===== src/rtl/pong_pkg.sv =====
// Shared definitions for the pong match logic and the ball stage.
//   game_state_t : match FSM states
//   player_t     : winner encoding driven on Winner
//   PF_X_MIN/MAX : playfield goal lines, shared with the ball stage
package pong_pkg;

  typedef enum logic [1:0] {
    GS_IDLE  = 2'd0,
    GS_PLAY  = 2'd1,
    GS_SERVE = 2'd2,
    GS_OVER  = 2'd3
  } game_state_t;

  typedef enum logic [1:0] {
    P_NONE  = 2'd0,
    P_LEFT  = 2'd1,
    P_RIGHT = 2'd2
  } player_t;

  localparam int unsigned PF_X_MIN = 0;
  localparam int unsigned PF_X_MAX = 639;

endpackage


===== src/rtl/pong_score_keeper_serve_timer.sv =====
// Serve delay down-counter.
//   clk        : frame clock
//   rst_n      : asynchronous active-low reset, clears the count
//   i_load     : load i_load_val (wins over decrement)
//   i_load_val : value loaded on i_load
//   i_dec      : decrement by one, saturating at zero
//   o_zero     : count has reached zero (terminal count)
module serve_timer #(
  parameter int unsigned W = 3
) (
  input  logic         clk,
  input  logic         rst_n,
  input  logic         i_load,
  input  logic [W-1:0] i_load_val,
  input  logic         i_dec,
  output logic         o_zero
);

  logic [W-1:0] r_count;

  always_ff @(posedge clk or negedge rst_n) begin
    if (!rst_n) begin
      r_count <= '0;
    end else if (i_load) begin
      r_count <= i_load_val;
    end else if (i_dec && (r_count != '0)) begin
      r_count <= r_count - W'(1);
    end
  end

  assign o_zero = (r_count == '0);

endmodule


===== src/rtl/pong_score_keeper.sv =====
// Pong match controller: detects goals from the ball position, keeps scores,
// holds the ball stage in reset around each serve and runs the match FSM.
//   frame_clk : one edge per frame, shared with the ball stage
//   Reset_n   : asynchronous active-low reset
//   Start     : start/restart button level (rising edge used)
//   BallX     : ball centre X
//   BallS     : ball half-size
//   BallReset : active-high hold/recentre to the ball stage
//   Score1    : left player score (scores on right goal)
//   Score2    : right player score (scores on left goal)
//   Serving   : high while serving
//   GameOver  : high once a player reached WIN_SCORE
//   Winner    : 0 none, 1 left, 2 right
//
// state    | meaning
// GS_IDLE  | waiting for the first Start edge, ball held
// GS_SERVE | ball held at centre for SERVE_DELAY frames
// GS_PLAY  | ball live, goals are scored
// GS_OVER  | match finished, scores frozen until Start edge
module pong_score_keeper
  import pong_pkg::*;
#(
  parameter int unsigned X_MIN       = PF_X_MIN,
  parameter int unsigned X_MAX       = PF_X_MAX,
  parameter int unsigned SCORE_W     = 4,
  parameter int unsigned WIN_SCORE   = 7,
  parameter int unsigned SERVE_DELAY = 60
) (
  input  logic               frame_clk,
  input  logic               Reset_n,
  input  logic               Start,
  input  logic [9:0]         BallX,
  input  logic [9:0]         BallS,
  output logic               BallReset,
  output logic [SCORE_W-1:0] Score1,
  output logic [SCORE_W-1:0] Score2,
  output logic               Serving,
  output logic               GameOver,
  output logic [1:0]         Winner
);

  localparam int unsigned CNT_W = $clog2(SERVE_DELAY + 1);
  localparam logic [CNT_W-1:0]   SERVE_LOAD = CNT_W'(SERVE_DELAY - 1);
  localparam logic [SCORE_W-1:0] WIN_S      = SCORE_W'(WIN_SCORE);
  localparam logic [10:0]        X_MIN_11   = 11'(X_MIN);
  localparam logic [10:0]        X_MAX_11   = 11'(X_MAX);

  game_state_t        r_state, w_state_nxt;
  logic [SCORE_W-1:0] r_score1, r_score2, w_score1_nxt, w_score2_nxt;
  logic [SCORE_W-1:0] w_score1_inc, w_score2_inc;
  player_t            r_winner, w_winner_nxt;
  logic               r_start_q;
  logic               w_start_edge;
  logic               w_goal_l, w_goal_r;
  logic               w_load, w_dec, w_zero;
  logic [10:0]        w_left_line, w_right_reach;

  // 11-bit sums so X_MIN + BallS and BallX + BallS cannot wrap.
  assign w_left_line   = X_MIN_11 + {1'b0, BallS};
  assign w_right_reach = {1'b0, BallX} + {1'b0, BallS};
  assign w_goal_l      = ({1'b0, BallX} <= w_left_line);
  assign w_goal_r      = (w_right_reach >= X_MAX_11);

  assign w_start_edge  = Start & ~r_start_q;
  assign w_score1_inc  = r_score1 + SCORE_W'(1);
  assign w_score2_inc  = r_score2 + SCORE_W'(1);
  assign w_dec         = (r_state == GS_SERVE);

  serve_timer #(.W(CNT_W)) u_serve_timer (
    .clk        (frame_clk),
    .rst_n      (Reset_n),
    .i_load     (w_load),
    .i_load_val (SERVE_LOAD),
    .i_dec      (w_dec),
    .o_zero     (w_zero)
  );

  always_ff @(posedge frame_clk or negedge Reset_n) begin
    if (!Reset_n) begin
      r_state   <= GS_IDLE;
      r_score1  <= '0;
      r_score2  <= '0;
      r_winner  <= P_NONE;
      // Start held through reset must not look like a press.
      r_start_q <= 1'b1;
    end else begin
      r_state   <= w_state_nxt;
      r_score1  <= w_score1_nxt;
      r_score2  <= w_score2_nxt;
      r_winner  <= w_winner_nxt;
      r_start_q <= Start;
    end
  end

  always_comb begin
    w_state_nxt  = r_state;
    w_score1_nxt = r_score1;
    w_score2_nxt = r_score2;
    w_winner_nxt = r_winner;
    w_load       = 1'b0;
    case (r_state)
      GS_IDLE: begin
        if (w_start_edge) begin
          w_state_nxt = GS_SERVE;
          w_load      = 1'b1;
        end
      end
      GS_SERVE: begin
        if (w_zero) begin
          w_state_nxt = GS_PLAY;
        end
      end
      GS_PLAY: begin
        // Left goal has priority when the ball spans the whole field.
        if (w_goal_l) begin
          w_score2_nxt = w_score2_inc;
          if (w_score2_inc == WIN_S) begin
            w_state_nxt  = GS_OVER;
            w_winner_nxt = P_RIGHT;
          end else begin
            w_state_nxt = GS_SERVE;
            w_load      = 1'b1;
          end
        end else if (w_goal_r) begin
          w_score1_nxt = w_score1_inc;
          if (w_score1_inc == WIN_S) begin
            w_state_nxt  = GS_OVER;
            w_winner_nxt = P_LEFT;
          end else begin
            w_state_nxt = GS_SERVE;
            w_load      = 1'b1;
          end
        end
      end
      GS_OVER: begin
        if (w_start_edge) begin
          w_score1_nxt = '0;
          w_score2_nxt = '0;
          w_winner_nxt = P_NONE;
          w_state_nxt  = GS_SERVE;
          w_load       = 1'b1;
        end
      end
      default: begin
        w_state_nxt = GS_IDLE;
      end
    endcase
  end

  // Outputs decode registered state only; no input-to-output path.
  assign BallReset = (r_state != GS_PLAY);
  assign Serving   = (r_state == GS_SERVE);
  assign GameOver  = (r_state == GS_OVER);
  assign Score1    = r_score1;
  assign Score2    = r_score2;
  assign Winner    = r_winner;

endmodule


===== config.mk =====
export PLATFORM = sky130hd
export DESIGN_NAME = pong_score_keeper
export DESIGN_NICKNAME = d
export VERILOG_FILES = /design/src/rtl/pong_pkg.sv /design/src/rtl/pong_score_keeper_serve_timer.sv /design/src/rtl/pong_score_keeper.sv
export SDC_FILE = /design/constraint.sdc
export NUM_CORES = 1
export LEC_CHECK = 0
export BUFFER_PORTS_ARGS = -buffer_cell sky130_fd_sc_hd__buf_4
export CELL_PAD_IN_SITES_DETAIL_PLACEMENT = 1
export CELL_PAD_IN_SITES_GLOBAL_PLACEMENT = 1
export CORE_MARGIN = 2
export CORE_UTILIZATION = 25
export CTS_BUF_LIST = sky130_fd_sc_hd__clkbuf_2
export CTS_CLUSTER_SIZE = 12
export DETAILED_ROUTE_END_ITERATION = 16
export PLACE_DENSITY = 0.61
export SYNTH_ARGS = -nofsm -noshare
export SYNTH_HDL_FRONTEND = slang
export SYNTH_HIERARCHICAL = 1
export SYNTH_SLANG_ARGS = --single-unit

===== constraint.sdc =====
create_clock -name frame_clk -period 6.59 [get_ports frame_clk]
set_input_delay 0 -clock frame_clk [delete_from_list [all_inputs] [get_ports frame_clk]]
set_output_delay 0 -clock frame_clk [all_outputs]
set_load 0.02 [all_outputs]

[Yosys cells after proc, flatten, opt, wreduce, memory -nomap -nowiden]
Index checks and enable logic that the tools add are counted.
Widths: inputs -> output; s select.
Operators by class
  reductions and logical operators: 11
  eq/ne operators: 15
  magnitude comparators: 2
  bitwise gates (word level): 2
  add/sub/neg operators: 4
  muxes and demuxes: 27
Operators with widths (count)
  $mux 2: 9
  $mux 4: 4
  $pmux 4 s2: 2
  $mux 6: 2
  $add 10x10->11: 1
  $ge 11x10->1 const B: 1
  $le 10x10->1: 1
  $ne 3x3->1 const B: 3
  $add 4x1->4 const B: 2
  $eq 4x3->1 const B: 2
  $ne 2x2->1 const B: 4
  $mux 1: 7
  $logic_not 6->1: 1
  $ne 2x1->1 const B: 3
  $pmux 2 s3: 1
  $reduce_and 3->1: 2
  $reduce_bool 6->1: 1
  $sub 6x1->6 const B: 1
  $reduce_and 5->1: 1
  $eq 2x2->1 const B: 2
  $pmux 2 s2: 1
  $reduce_and 4->1: 1
  $reduce_bool 2->1: 2
  $eq 2x1->1 const B: 1
  other kinds (6): 6
Storage, ports and cells
  register bits after elaboration: 19
  input bits: 23

[Depth between registers and ports, before layout]
Gate-level depths: netlist (run 1).
  depth after elaboration: 7
  mapped depth: 15
  mapped depth without buffers: 14

[Cells and area by module]
Netlist (run 1), hierarchy kept.
By module, submodules not included
  pong_score_keeper: area an instance 1784.2 um2, instances 1, sequential area each 326.6 um2, cells an instance 218
  serve_timer: area an instance 395.4 um2, instances 1, sequential area each 150.1 um2, cells an instance 44

[Least setup slack after synthesis (run 1)]
OpenSTA, ideal clock, no wires.
  kind: input -> register
  from: input port BallX[0]
  to: register u_serve_timer.r_count[3]
  setup time: 0.087 ns
  data arrival time: 2.807 ns
  cell stages on the path: 14
  setup slack: 3.697 ns
  buffers on the path: 1
  cell sequence: ha_1 > inv_1 > fa_1 > nor2_1 > o311ai_1 > a211oi_1 > or3_1 > mux2_4 > a31oi_4 > nand3b_1 > a21oi_1 > buf_1 > or4_1 > o211ai_1
Between the ends
  longest elaborated chain between the ends: 6
  elaborated cells on any way between the ends: 8
  those cells by class: 1 x add/sub; 2 x order compare; 4 x mux; 1 x reduce/logical
RTL lines
  start, declared: RTL line pong_score_keeper.sv:32  | input logic [9:0] BallX,
  $add 10x10->11: RTL line pong_score_keeper.sv:60  | assign w_right_reach = {1'b0, BallX} + {1'b0, BallS};
  $ge 11x10->1: RTL line pong_score_keeper.sv:62  | assign w_goal_r = (w_right_reach >= X_MAX_11);
  $mux 1: RTL line pong_score_keeper.sv:124  | end else if (w_goal_r) begin
  $mux 1 *: RTL line pong_score_keeper.sv:115  | if (w_goal_l) begin
  $pmux 1 s2 *: RTL line pong_score_keeper.sv:101  | case (r_state)
  net w_load: RTL line pong_score_keeper.sv:55  | logic w_load, w_dec, w_zero;
  $mux 6 or $reduce_bool 2->1 (tied branches)
  end signal, assigned: RTL line pong_score_keeper_serve_timer.sv:25  | r_count <= i_load_val;
  end signal, assigned: RTL line pong_score_keeper_serve_timer.sv:27  | r_count <= r_count - W'(1);
  end, declared: RTL line pong_score_keeper_serve_timer.sv:19  | logic [W-1:0] r_count;
The timed path passes the listed nets; every way through them passes the cells marked *.
A chain may end at the register's enable or synchronous reset.

[Worst setup path in the final report (run 1)]
Same ends and word-level chain as after synthesis.

==> flow_metrics.tcl, run 1 <==
set metrics [dict create \
    outcome "completed" \
    cts.repair_timing.setup_buffer_count 0 \
    finalClockSkew_ns 0.007384 \
    p_clk_frac 0.069 \
    cts_inserted_buffers 3 \
    cts_tree "yes" \
    seq_power_share 0.305 \
    timing.rr.end "u_serve_timer/r_count[0]" \
    pwr_density_cell_nw_per_um2 305.9 \
    worstMarginPinSlew_ns 0.8461 \
    viasPerCell 4.901 \
    r2r_slack_ns 3.72 \
    number_of_hold_buffers_added_after_cts 2 \
    worst_reg2reg_path_depth 10 \
    detailedRoute.firstPassIterationCount 4 \
    total_leakage_power_nw 1.160 \
    htreeDepth 1 \
    layout_min_cycle_time_ns 2.944 \
    vias 1990 \
    avg_inst_size_synth_sq_um 8.319 \
    drive_gt1_frac 0.1812 \
    yosys_most_used_dff "dfrtp_1" \
    grt_remaining_overflow 0 \
    synth-edff-count 0 \
    vdd_ir_drop_max_uv 73.25 \
    initialDrtViolationCount 68 \
    track_usage 0.1207 \
    p_int_uw 402.7 \
    area_growth_pct 18.48 \
    portBuffers 35 \
    synth_seq_cells 19 \
    net_switching_power_uw 387.2 \
    cts-root-to-sink-buffers 2 \
    synthMostInstantiatedCell "ha_1" \
    power.total_uw 789.9 \
    synth_cells 262 \
    report.final.hold_viol_count 0 \
    clkSinkCount 19 \
    synth-async-reset-ratio 1.000 \
    first_global_vias 2079 \
    synth_warnings 6 \
    cp_data_required_time_ns 6.85 \
    clock_insertion_delay_at_the_later_pin_of_the_skew_report_ns 0.31 \
    top_layer_used "met4" \
    cts.root.buffer_cell "clkbuf_2" \
    drt_wl_total_mm 5.610 \
    setup-violations-final 0 \
    worst_setup_hold_path_clk_slew_ns 0.20 \
    rr_startpoint "r_state[1]" \
    ys_top_cells_by_count "30 x ha_1, 28 x inv_1, 18 x dfrtp_1, 18 x nand2_1, 15 x nor2_1" \
    gp_congestion 0.7990 \
    post_synth_instance_area_sq_um 2180 \
    final_setup_tns_ns 0 \
    timing_worst_setup_path_type "primary input to register" \
    path_max_fanout 9 \
    sequential_cell_area_sq_um 476.7 \
    critical_path.startpoint_type "primary input" \
    avgRoutedWirePerCell_microns 13.82 \
    grt_max_degree 20 \
    crit_path_start "BallX[0]" \
    floorplan.initialDensity 0.2536 \
    netSwitchingFraction 0.4902 \
    synth_top_cell_by_area "dfrtp_1" \
    die_area_sq_um 9481 \
    wirelength_met1_mm 2.621 \
    timing.hold.worst.class "primary input to asynchronous set/reset pin" \
    antenna_left 0 \
    chipWidth_microns 97.37 \
    post_synth_num_cell_types 65 \
    max_cap_violations 0 \
    synth.top_cell.area_share 0.2067 \
    half_perimeter_wire_length_after_detailed_placement_mm 4.557 \
    share_of_power_burned_in_combinational_logic 0.626 \
    design.portCount 36 \
    std_cell_rows 34 \
    max-slew-margin-rel 0.4359 \
    synth.area.top_cells "dfrtp_1 21%, ha_1 17%, inv_1 4.8%" \
    multi_input_area_sq_um 1563 \
    post_cts_resize_count 0 \
    worst-endpoint-arrival_ns 3.20 \
    met3RoutedLength_microns 138 \
    filler_cell_count 1049 \
    grt_antenna_before_repair 0 \
    die_boundary_height_microns 97.37 \
    dr_wl_met2_mm 2.798 \
    report.final.slew_viol_count 0 \
    antenna_cells_inserted 0 \
    yosysSeqAreaShare 0.2187 \
    timing.critical_path.to_type "register" \
    core_area_sq_um 8593 \
    fmax_mhz 339.7 \
    rsz_0062_raised_after_global_routing "no" \
    final_period_util 0.4467 \
    grt_pass1_wl_mm 9.742 \
    drc 0 \
    layout.nets 353 \
]
## sequential cells by signal, indices dropped and copies added (netlist names)
| name | flops |
|---|---|
| u_serve_timer/r_count | 6 |
| Score1 | 4 |
| Score2 | 4 |
| Winner | 2 |
| r_state | 2 |
| r_start_q | 1 |
## metrics by stage
step | std cells | util | setup WS, ns | instance area [sq um] | hold WS [ns]
floorplan | 266 | - | 3.697 | 2195 | -0.2956
global placement | 400 | 0.2959 | 3.340 | 2542 | -0.1007
detailed placement | 400 | 0.2959 | 3.259 | 2542 | -0.1018
CTS | 406 | 0.3005 | 3.620 | 2582 | 0.05744
global route | 406 | 0.3005 | 3.435 | 2582 | 0.06198
finish | 406 | 0.3005 | 3.646 | 2582 | 0.06072
## cell usage in the layout, fill, tap and decap left out, drive strengths merged, types with 5 or more instances in the layout
| cell | netlist | layout |
|---|---|---|
| buf | 5 | 35 |
| nor3 | 6 | 6 |
| o21ai | 10 | 10 |
| nor2 | 15 | 15 |
| nor2b | 7 | 7 |
| conb | 2 | 6 |
| nor3b | 5 | 5 |
| o211ai | 7 | 7 |
| dfrtp | 18 | 18 |
| inv | 28 | 28 |
| o31ai | 5 | 5 |
| nand3 | 10 | 10 |
| a21oi | 11 | 11 |
| nand2 | 18 | 18 |
| ha | 30 | 30 |
| nand2b | 7 | 7 |
## layer usage
metal,GRT usage,vias up
met1,0.1515,950
met5,0,-
met2,0.2202,27
met3,0.01367,5
li1,-,1008
met4,0.02885,0
## how the worst max path moves through the flow
stage	to	slack, ns	cells past startpoint
floorplan	u_serve_timer/r_count[3]	3.70	14
global placement	u_serve_timer/r_count[3]	3.34	13
detailed placement	u_serve_timer/r_count[3]	3.26	14
CTS	u_serve_timer/r_count[3]	3.62	14
global route	u_serve_timer/r_count[3]	3.44	14
finish	u_serve_timer/r_count[3]	3.65	14
## worst max-delay path, stage by stage
cell	delay [ns]
buf_4	0.11
ha_1	0.21
inv_1	0.07
fa_1	0.19
nor2_1	0.06
o311ai_1	0.38
a211oi_1	0.16
or3_1	0.33
mux2_4	0.28
a31oi_4	0.32
nand3b_1	0.17
a21oi_1	0.19
or4_1	0.57
o211ai_1	0.16
## logic make-up (layout without fill, tap and decap cells)
family          count (synthesis)  in the layout  synth area share
xor+xnor                        5              5           0.02009
fa+ha+maj                      31             31            0.1814
mux                             4              4           0.02124
simple gates                  104            104            0.2761
other cells                     2              6          0.003446
compound gates                 60             60            0.2078
flops                          19             19            0.2187
buf+inv                        37             69           0.07117
## power by group through the flow
stage	registers, mW	clock network (mW)	logic, mW
global placement	0.244	0	0.493
global route	0.255	0.0618	0.556
detailed placement	0.244	0	0.500
floorplan	0.252	0	0.329
finish	0.241	0.0548	0.494
CTS	0.241	0.0581	0.503
## layout make-up
type	instances	area share
Multi-Input combinational cell	210	0.6051
Sequential cell	19	0.1846
Timing Repair Buffer	37	0.1095
Tap cell	108	0.05233
Inverter	28	0.04070
Clock buffer	4	0.007752
Note: power is estimated with default switching activity, not from simulation.
==> run 2, diff against run 1 <==
--- a/config.mk
+++ b/config.mk
@@ -5,6 +5,7 @@
 export SDC_FILE = /design/constraint.sdc
 export NUM_CORES = 1
 export LEC_CHECK = 0
+export ABC_AREA = 1
 export BUFFER_PORTS_ARGS = -buffer_cell sky130_fd_sc_hd__buf_4
 export CELL_PAD_IN_SITES_DETAIL_PLACEMENT = 1
 export CELL_PAD_IN_SITES_GLOBAL_PLACEMENT = 1
@@ -13,7 +14,7 @@
 export CTS_BUF_LIST = sky130_fd_sc_hd__clkbuf_2
 export CTS_CLUSTER_SIZE = 12
 export DETAILED_ROUTE_END_ITERATION = 16
-export PLACE_DENSITY = 0.61
+export PLACE_DENSITY = 0.65
 export SYNTH_ARGS = -nofsm -noshare
 export SYNTH_HDL_FRONTEND = slang
 export SYNTH_HIERARCHICAL = 1
==> constraint.sdc (replaced) <==
create_clock -name frame_clk -period 2.6 [get_ports frame_clk]
set_input_delay 0 -clock frame_clk [delete_from_list [all_inputs] [get_ports frame_clk]]
set_output_delay 0 -clock frame_clk [all_outputs]
set_load 0.02 [all_outputs]
==> run 2 against run 1 <==
  * Via count is 1.4% lower
  * Sequential power is 140% higher
  * Total power grew to 2.8 times the previous value
  * Synthesized cell count is 15% higher
  * Clock skew is 0.012 ns higher
  * First-iteration DRC count is 32% lower
  * Core utilization is 1.1 points higher
  * Critical path type is now register to register
==> flow_metrics.tcl, run 2 <==
set metrics [dict create \
    design.portCount 36 \
    avgRoutedWirePerCell_microns 11.55 \
    filler_cell_count 1050 \
    p_clk_frac 0.059 \
    path_max_fanout 10 \
    synth_seq_cells 19 \
    fmax_mhz 469.2 \
    synth_warnings 6 \
    met3RoutedLength_microns 178 \
    drc 0 \
    detailedRoute.firstPassIterationCount 4 \
    antenna_left 0 \
    floorplan.initialDensity 0.2567 \
    htreeDepth 1 \
    path_cells "ha_1 -> xnor2_1 -> nand3b_1 -> nand4_1 -> nand2_1 -> nand2_1 -> a21oi_1 -> buf_4 -> inv_1 -> nand2_4 -> nand2_1 -> o21ai_2" \
    synth_cells 300 \
    synthMostInstantiatedCell "nand2_1" \
    cts-root-to-sink-buffers 2 \
    initialDrtViolationCount 46 \
    layout_min_cycle_time_ns 2.131 \
    vias 1963 \
    yosys_most_used_dff "dfrtp_1" \
    post_synth_num_cell_types 33 \
    layout.nets 399 \
    avg_inst_size_synth_sq_um 7.032 \
    cts.root.buffer_cell "clkbuf_2" \
    std_cell_rows 33 \
    total_leakage_power_nw 1.381 \
    seq_power_share 0.258 \
    report.final.hold_viol_count 0 \
    chipWidth_microns 95.86 \
    worst-endpoint-arrival_ns 2.38 \
    die_area_sq_um 9189 \
    wirelength_met1_mm 2.650 \
    p_int_mw 1.069 \
    timing_worst_setup_path_type "register to register" \
    critical_path_s_slowest_cell "dfrtp_1" \
    critPathMostFrequentCell "nand2_1" \
    area_growth_pct 21.17 \
    half_perimeter_wire_length_after_detailed_placement_mm 4.435 \
    synth-async-reset-ratio 1.000 \
    viasPerCell 4.372 \
    final_period_util 0.8198 \
    worst_setup_hold_path_clk_slew_ns 0.19 \
    power.total_mw 2.240 \
    setup-violations-final 0 \
    most-common-layout-cells "77 x nand2_1, 51 x inv_1, 36 x buf_4" \
    largest_reg_flops 6 \
    drive_gt1_frac 0.1977 \
    share_of_power_burned_in_combinational_logic 0.682 \
    portBuffers 35 \
    report.final.slew_viol_count 0 \
    net_switching_power_mw 1.171 \
    synth-edff-count 0 \
    die_boundary_height_microns 95.86 \
    drt_wl_total_mm 5.186 \
    netSwitchingFraction 0.5228 \
    yosysSeqAreaShare 0.2260 \
    antenna_cells_inserted 0 \
    grt_antenna_before_repair 0 \
    timing.critical_path.to_type "register" \
    gp_congestion 0.7701 \
    grt_max_degree 20 \
    synth.area.top_cells "dfrtp_1 21%, ha_1 18%, nand2_1 14%" \
    top_layer_used "met4" \
    synth_top_cell_by_area "dfrtp_1" \
    timing.hold.worst.class "primary input to asynchronous set/reset pin" \
    clkSinkCount 19 \
    post_cts_resize_count 0 \
    clock_insertion_delay_at_the_later_pin_of_the_skew_report_ns 0.31 \
    critical_path.startpoint_type "register" \
    hold_slack_ns 0.05642 \
    grt_pass1_wl_mm 9.121 \
    post_synth_instance_area_sq_um 2110 \
    cp.buffers_inverters 2 \
    cts_tree "yes" \
    pwr_density_cell_nw_per_um2 876.2 \
    first_global_vias 2008 \
    layout.cells.most_common "nand2_1" \
    core_area_sq_um 8217 \
    cts_inserted_buffers 3 \
    cp_data_required_time_ns 2.84 \
    critical-path-max-stage-delay_ns 0.51 \
    synth.top_cell.area_share 0.2135 \
    regMostFlops "u_serve_timer/r_count" \
    max_cap_violations 0 \
    dr_wl_met2_mm 2.347 \
    grt_remaining_overflow 0 \
    rsz_0062_raised_after_global_routing "no" \
    vdd_ir_drop_max_uv 234.8 \
    outcome "completed" \
    ys_top_cells_by_count "77 x nand2_1, 51 x inv_1, 30 x ha_1" \
    final_setup_tns_ns 0 \
    track_usage 0.1213 \
    finalClockSkew_ns 0.01892 \
    critical-path-top-delay-family "simple AND/OR/NAND/NOR gates" \
]
run 2: cell count changes after synthesis, sizes merged, moves of 13 or more:
cell   delta
nor2     +13
inv      +24
nand3    +23
nand2    +68
run 2: worst paths after layout:
kind | start | endpoint | slack, ns | cells after the start
min in group frame_clk | BallS[9] | Winner[0] | 0.28 | 6
setup / recovery | Score1[0] | u_serve_timer/r_count[1] | 0.47 | 12
setup reg to reg | Score1[0] | u_serve_timer/r_count[1] | 0.47 | 12
hold / removal | Reset_n | Score2[2] | 0.06 | 2
max in group asynchronous | Reset_n | r_start_q | 2.28 | 2
hold reg to reg | Winner[0] | Winner[0] | 0.50 | 2
run 2: through the flow:
step / worst slack, ns / util / instance area, sq um / instances
after detailed placement: 0.2050 / 0.3062 / 2516 / 443
after CTS: 0.4549 / 0.3111 / 2556 / 449
after global placement: 0.2576 / 0.3062 / 2516 / 443
final: 0.4685 / 0.3111 / 2556 / 449
after floorplan: 0.5302 / - / 2125 / 304
after global routing: 0.2537 / 0.3111 / 2556 / 449
run 2: kinds of logic (layout without fill, tap and decap cells):
family / count (synthesis) / in the layout / synth area share
XOR/XNOR: 7 / 7 / 0.02906
AO/OA/AOI/OAI: 29 / 29 / 0.09254
adder cells (fa/ha/maj): 31 / 31 / 0.1874
flip-flops: 19 / 19 / 0.2260
other: 2 / 6 / 0.003560
buffers and inverters: 54 / 94 / 0.09727
AND/OR/NAND/NOR: 158 / 158 / 0.3642
run 2: power by group through the flow:
stage | sequential (mW) | combinational, mW | clock (mW)
floorplan | 0.627 | 1.06 | 0
global placement | 0.583 | 1.51 | 0
detailed placement | 0.590 | 1.54 | 0
CTS | 0.584 | 1.55 | 0.143
global route | 0.603 | 1.74 | 0.154
finish | 0.578 | 1.53 | 0.133
run 2: layout make-up:
cell class	instances	area, sq um	area share
sequential	19	476.7	0.1865
tap	105	131.4	0.05140
timing repair buffer	38	290.3	0.1136
inverter	52	195.2	0.07636
multi-input combinational	231	1443	0.5644
clock buffer	4	20.02	0.007832
run 2: what timing repair did:
action / in CTS / in global routing
endpoints found under the hold margin: 20 / 0
hold buffers: 2 / 0
buffers inserted: 0 / 0
run 2: worst reg2reg max path: stages, from the launching register on:
cell and delay (ns):
dfrtp_1 0.51, ha_1 0.24, xnor2_1 0.16, nand3b_1 0.15, nand4_1 0.10, nand2_1 0.16
nand2_1 0.08, a21oi_1 0.12, buf_4 0.18, inv_1 0.13, nand2_4 0.11, nand2_1 0.06
o21ai_2 0.05
run 2: metal layers:
metal  global-route usage  vias up
met4             0.007143        0
met3              0.02114        2
met1               0.1699      901
met5                    0        -
li1                     -     1034
met2               0.2045       26
==> run 3, diff against run 2 <==
--- a/config.mk
+++ b/config.mk
@@ -14,7 +14,7 @@
 export CTS_BUF_LIST = sky130_fd_sc_hd__clkbuf_2
 export CTS_CLUSTER_SIZE = 12
 export DETAILED_ROUTE_END_ITERATION = 16
-export PLACE_DENSITY = 0.65
+export PLACE_DENSITY = 0.63
 export SYNTH_ARGS = -nofsm -noshare
 export SYNTH_HDL_FRONTEND = slang
 export SYNTH_HIERARCHICAL = 1
==> constraint.sdc (replaced) <==
create_clock -name frame_clk -period 2.1 [get_ports frame_clk]
set_input_delay 0 -clock frame_clk [delete_from_list [all_inputs] [get_ports frame_clk]]
set_output_delay 0 -clock frame_clk [all_outputs]
set_load 0.02 [all_outputs]
==> run 3 against run 2 <==
  * Core utilization grew 2.1 points
  * Largest power group unchanged
  * Critical endpoint unchanged
  * Clock skew is 0.012 ns lower
  * Cell count increased by 4.5%
==> flow_metrics.tcl, run 3 (synthesized netlist as in run 2, its figures left out) <==
set metrics [dict create \
    outcome "completed" \
    chipWidth_microns 95.86 \
    detailedRoute.firstPassIterationCount 4 \
    netSwitchingFraction 0.5158 \
    most-common-layout-cells "77 x nand2_1, 54 x buf_4, 50 x inv_1" \
    grt_pass1_wl_mm 9.591 \
    net_switching_power_mw 1.524 \
    layout.nets 419 \
    track_usage 0.1323 \
    path_max_fanout 5 \
    clkSinkCount 19 \
    std_cell_rows 33 \
    drt_wl_total_mm 5.715 \
    cts_tree "yes" \
    worst_setup_hold_path_clk_slew_ns 0.19 \
    finalClockSkew_ns 0.007096 \
    grt_remaining_overflow 0 \
    seq_power_share 0.237 \
    htreeDepth 1 \
    vias 2086 \
    p_int_mw 1.431 \
    avgRoutedWirePerCell_microns 12.19 \
    fmax_mhz 523.8 \
    cts.root.buffer_cell "clkbuf_2" \
    layout_min_cycle_time_ns 1.909 \
    timing_worst_setup_path_type "register to register" \
    timing.hold.worst.class "primary input to asynchronous set/reset pin" \
    share_of_power_burned_in_combinational_logic 0.709 \
    timing.critical_path.to_type "register" \
    cp_data_required_time_ns 2.33 \
    total_leakage_power_nw 1.479 \
    core_area_sq_um 8217 \
    cts.repair_timing.setup_buffer_count 0 \
    report.final.slew_viol_count 0 \
    rsz_0062_raised_after_global_routing "no" \
    setup_slack_ns 0.1907 \
    crit_path_start "Score1[0]" \
    antenna_left 0 \
    timing.rr.end "u_serve_timer/r_count[1]" \
    rr_startpoint "Score1[0]" \
    grt_antenna_before_repair 0 \
    critical_path.startpoint_type "register" \
    report.final.hold_viol_count 0 \
    area_growth_pct 29.30 \
    design.portCount 36 \
    setup-violations-final 0 \
    pwr_density_cell_nw_per_um2 1083 \
    vdd_ir_drop_max_uv 329.7 \
    final_setup_tns_ns 0 \
    antenna_cells_inserted 0 \
    final_period_util 0.9092 \
    pre_cts_slack_ns -0.2140 \
    hold_slack_ns 0.06366 \
    max_cap_violations 0 \
    drive_gt1_frac 0.2500 \
    worst_reg2reg_path_depth 11 \
    critPathCapture "u_serve_timer/r_count[1]" \
    r2r_slack_ns 0.19 \
    cts_inserted_buffers 3 \
    drc 0 \
    die_boundary_height_microns 95.86 \
    first_global_vias 2103 \
    viasPerCell 4.448 \
    largest_reg_flops 6 \
    regMostFlops "u_serve_timer/r_count" \
    cts-root-to-sink-buffers 2 \
    half_perimeter_wire_length_after_detailed_placement_mm 4.896 \
    gp_congestion 0.7794 \
    initialDrtViolationCount 38 \
    grt_max_degree 20 \
    clock_insertion_delay_at_the_later_pin_of_the_skew_report_ns 0.31 \
    worst-endpoint-arrival_ns 2.14 \
    p_clk_frac 0.054 \
    die_area_sq_um 9189 \
    layout.cells.most_common "nand2_1" \
    portBuffers 35 \
    floorplan.initialDensity 0.2567 \
]
-- run 3: repair_timing --
item	CTS	global route
hold buffers	2	0
gates resized for setup	0	5
setup endpoints to repair	0	3
endpoints found under the hold margin	20	0
-- run 3: how the worst min path moves through the flow --
stage / to / slack (ns) / startpoint / depth (start not counted)
detailed placement: u_serve_timer/r_count[5] / -0.10 / Reset_n / 1
CTS: u_serve_timer/r_count[5] / 0.06 / Reset_n / 2
floorplan: Score1[0] / -0.30 / Reset_n / 0
global route: u_serve_timer/r_count[5] / 0.05 / Reset_n / 2
global placement: Score2[2] / -0.11 / Reset_n / 1
finish: u_serve_timer/r_count[0] / 0.06 / Reset_n / 2
-- run 3: layout make-up --
class                      instances  area [sq um]
sequential                        19         476.7
inverter                          52         195.2
clock inverter                     1         5.005
timing repair buffer              58         447.9
multi-input combinational        231          1456
tap                              105         131.4
clock buffer                       3         15.01
fill                            1057          5489
-- run 3: worst max-delay path: stages (launching register included) --
cell	delay [ns]
dfrtp_1	0.42
ha_1	0.21
xnor2_1	0.18
nand3b_1	0.16
nand4_1	0.10
nand2_1	0.11
nand2_1	0.10
a21oi_4	0.20
buf_6	0.14
o21ai_0	0.08
nand2_1	0.09
o21ai_2	0.05
-- run 3: metrics by stage --
stage,instances,power (mW),area (sq um),util
global route,469,3.281,2728,0.3320
detailed placement,462,2.770,2659,0.3236
global placement,462,2.715,2659,0.3236
floorplan,304,2.085,2125,-
CTS,468,2.950,2699,0.3285
finish,469,2.955,2728,0.3320
-- run 3: routing by layer --
| metal | vias up | share of wire | GRT usage |
|---|---|---|---|
| li1 | 1075 | - | - |
| met4 | 0 | 0.0047 | 0.01429 |
| met1 | 978 | 0.50 | 0.1828 |
| met2 | 31 | 0.46 | 0.2244 |
| met3 | 2 | 0.037 | 0.02114 |
| met5 | - | 0 | 0 |
-- run 3: power groups by stage --
stage	sequential (mW)	combinational (mW)	clock, mW
after floorplan	0.776	1.31	0
after global placement	0.705	2.01	0
after detailed placement	0.714	2.06	0
after CTS	0.705	2.07	0.172
after global routing	0.726	2.37	0.187
final	0.700	2.09	0.160
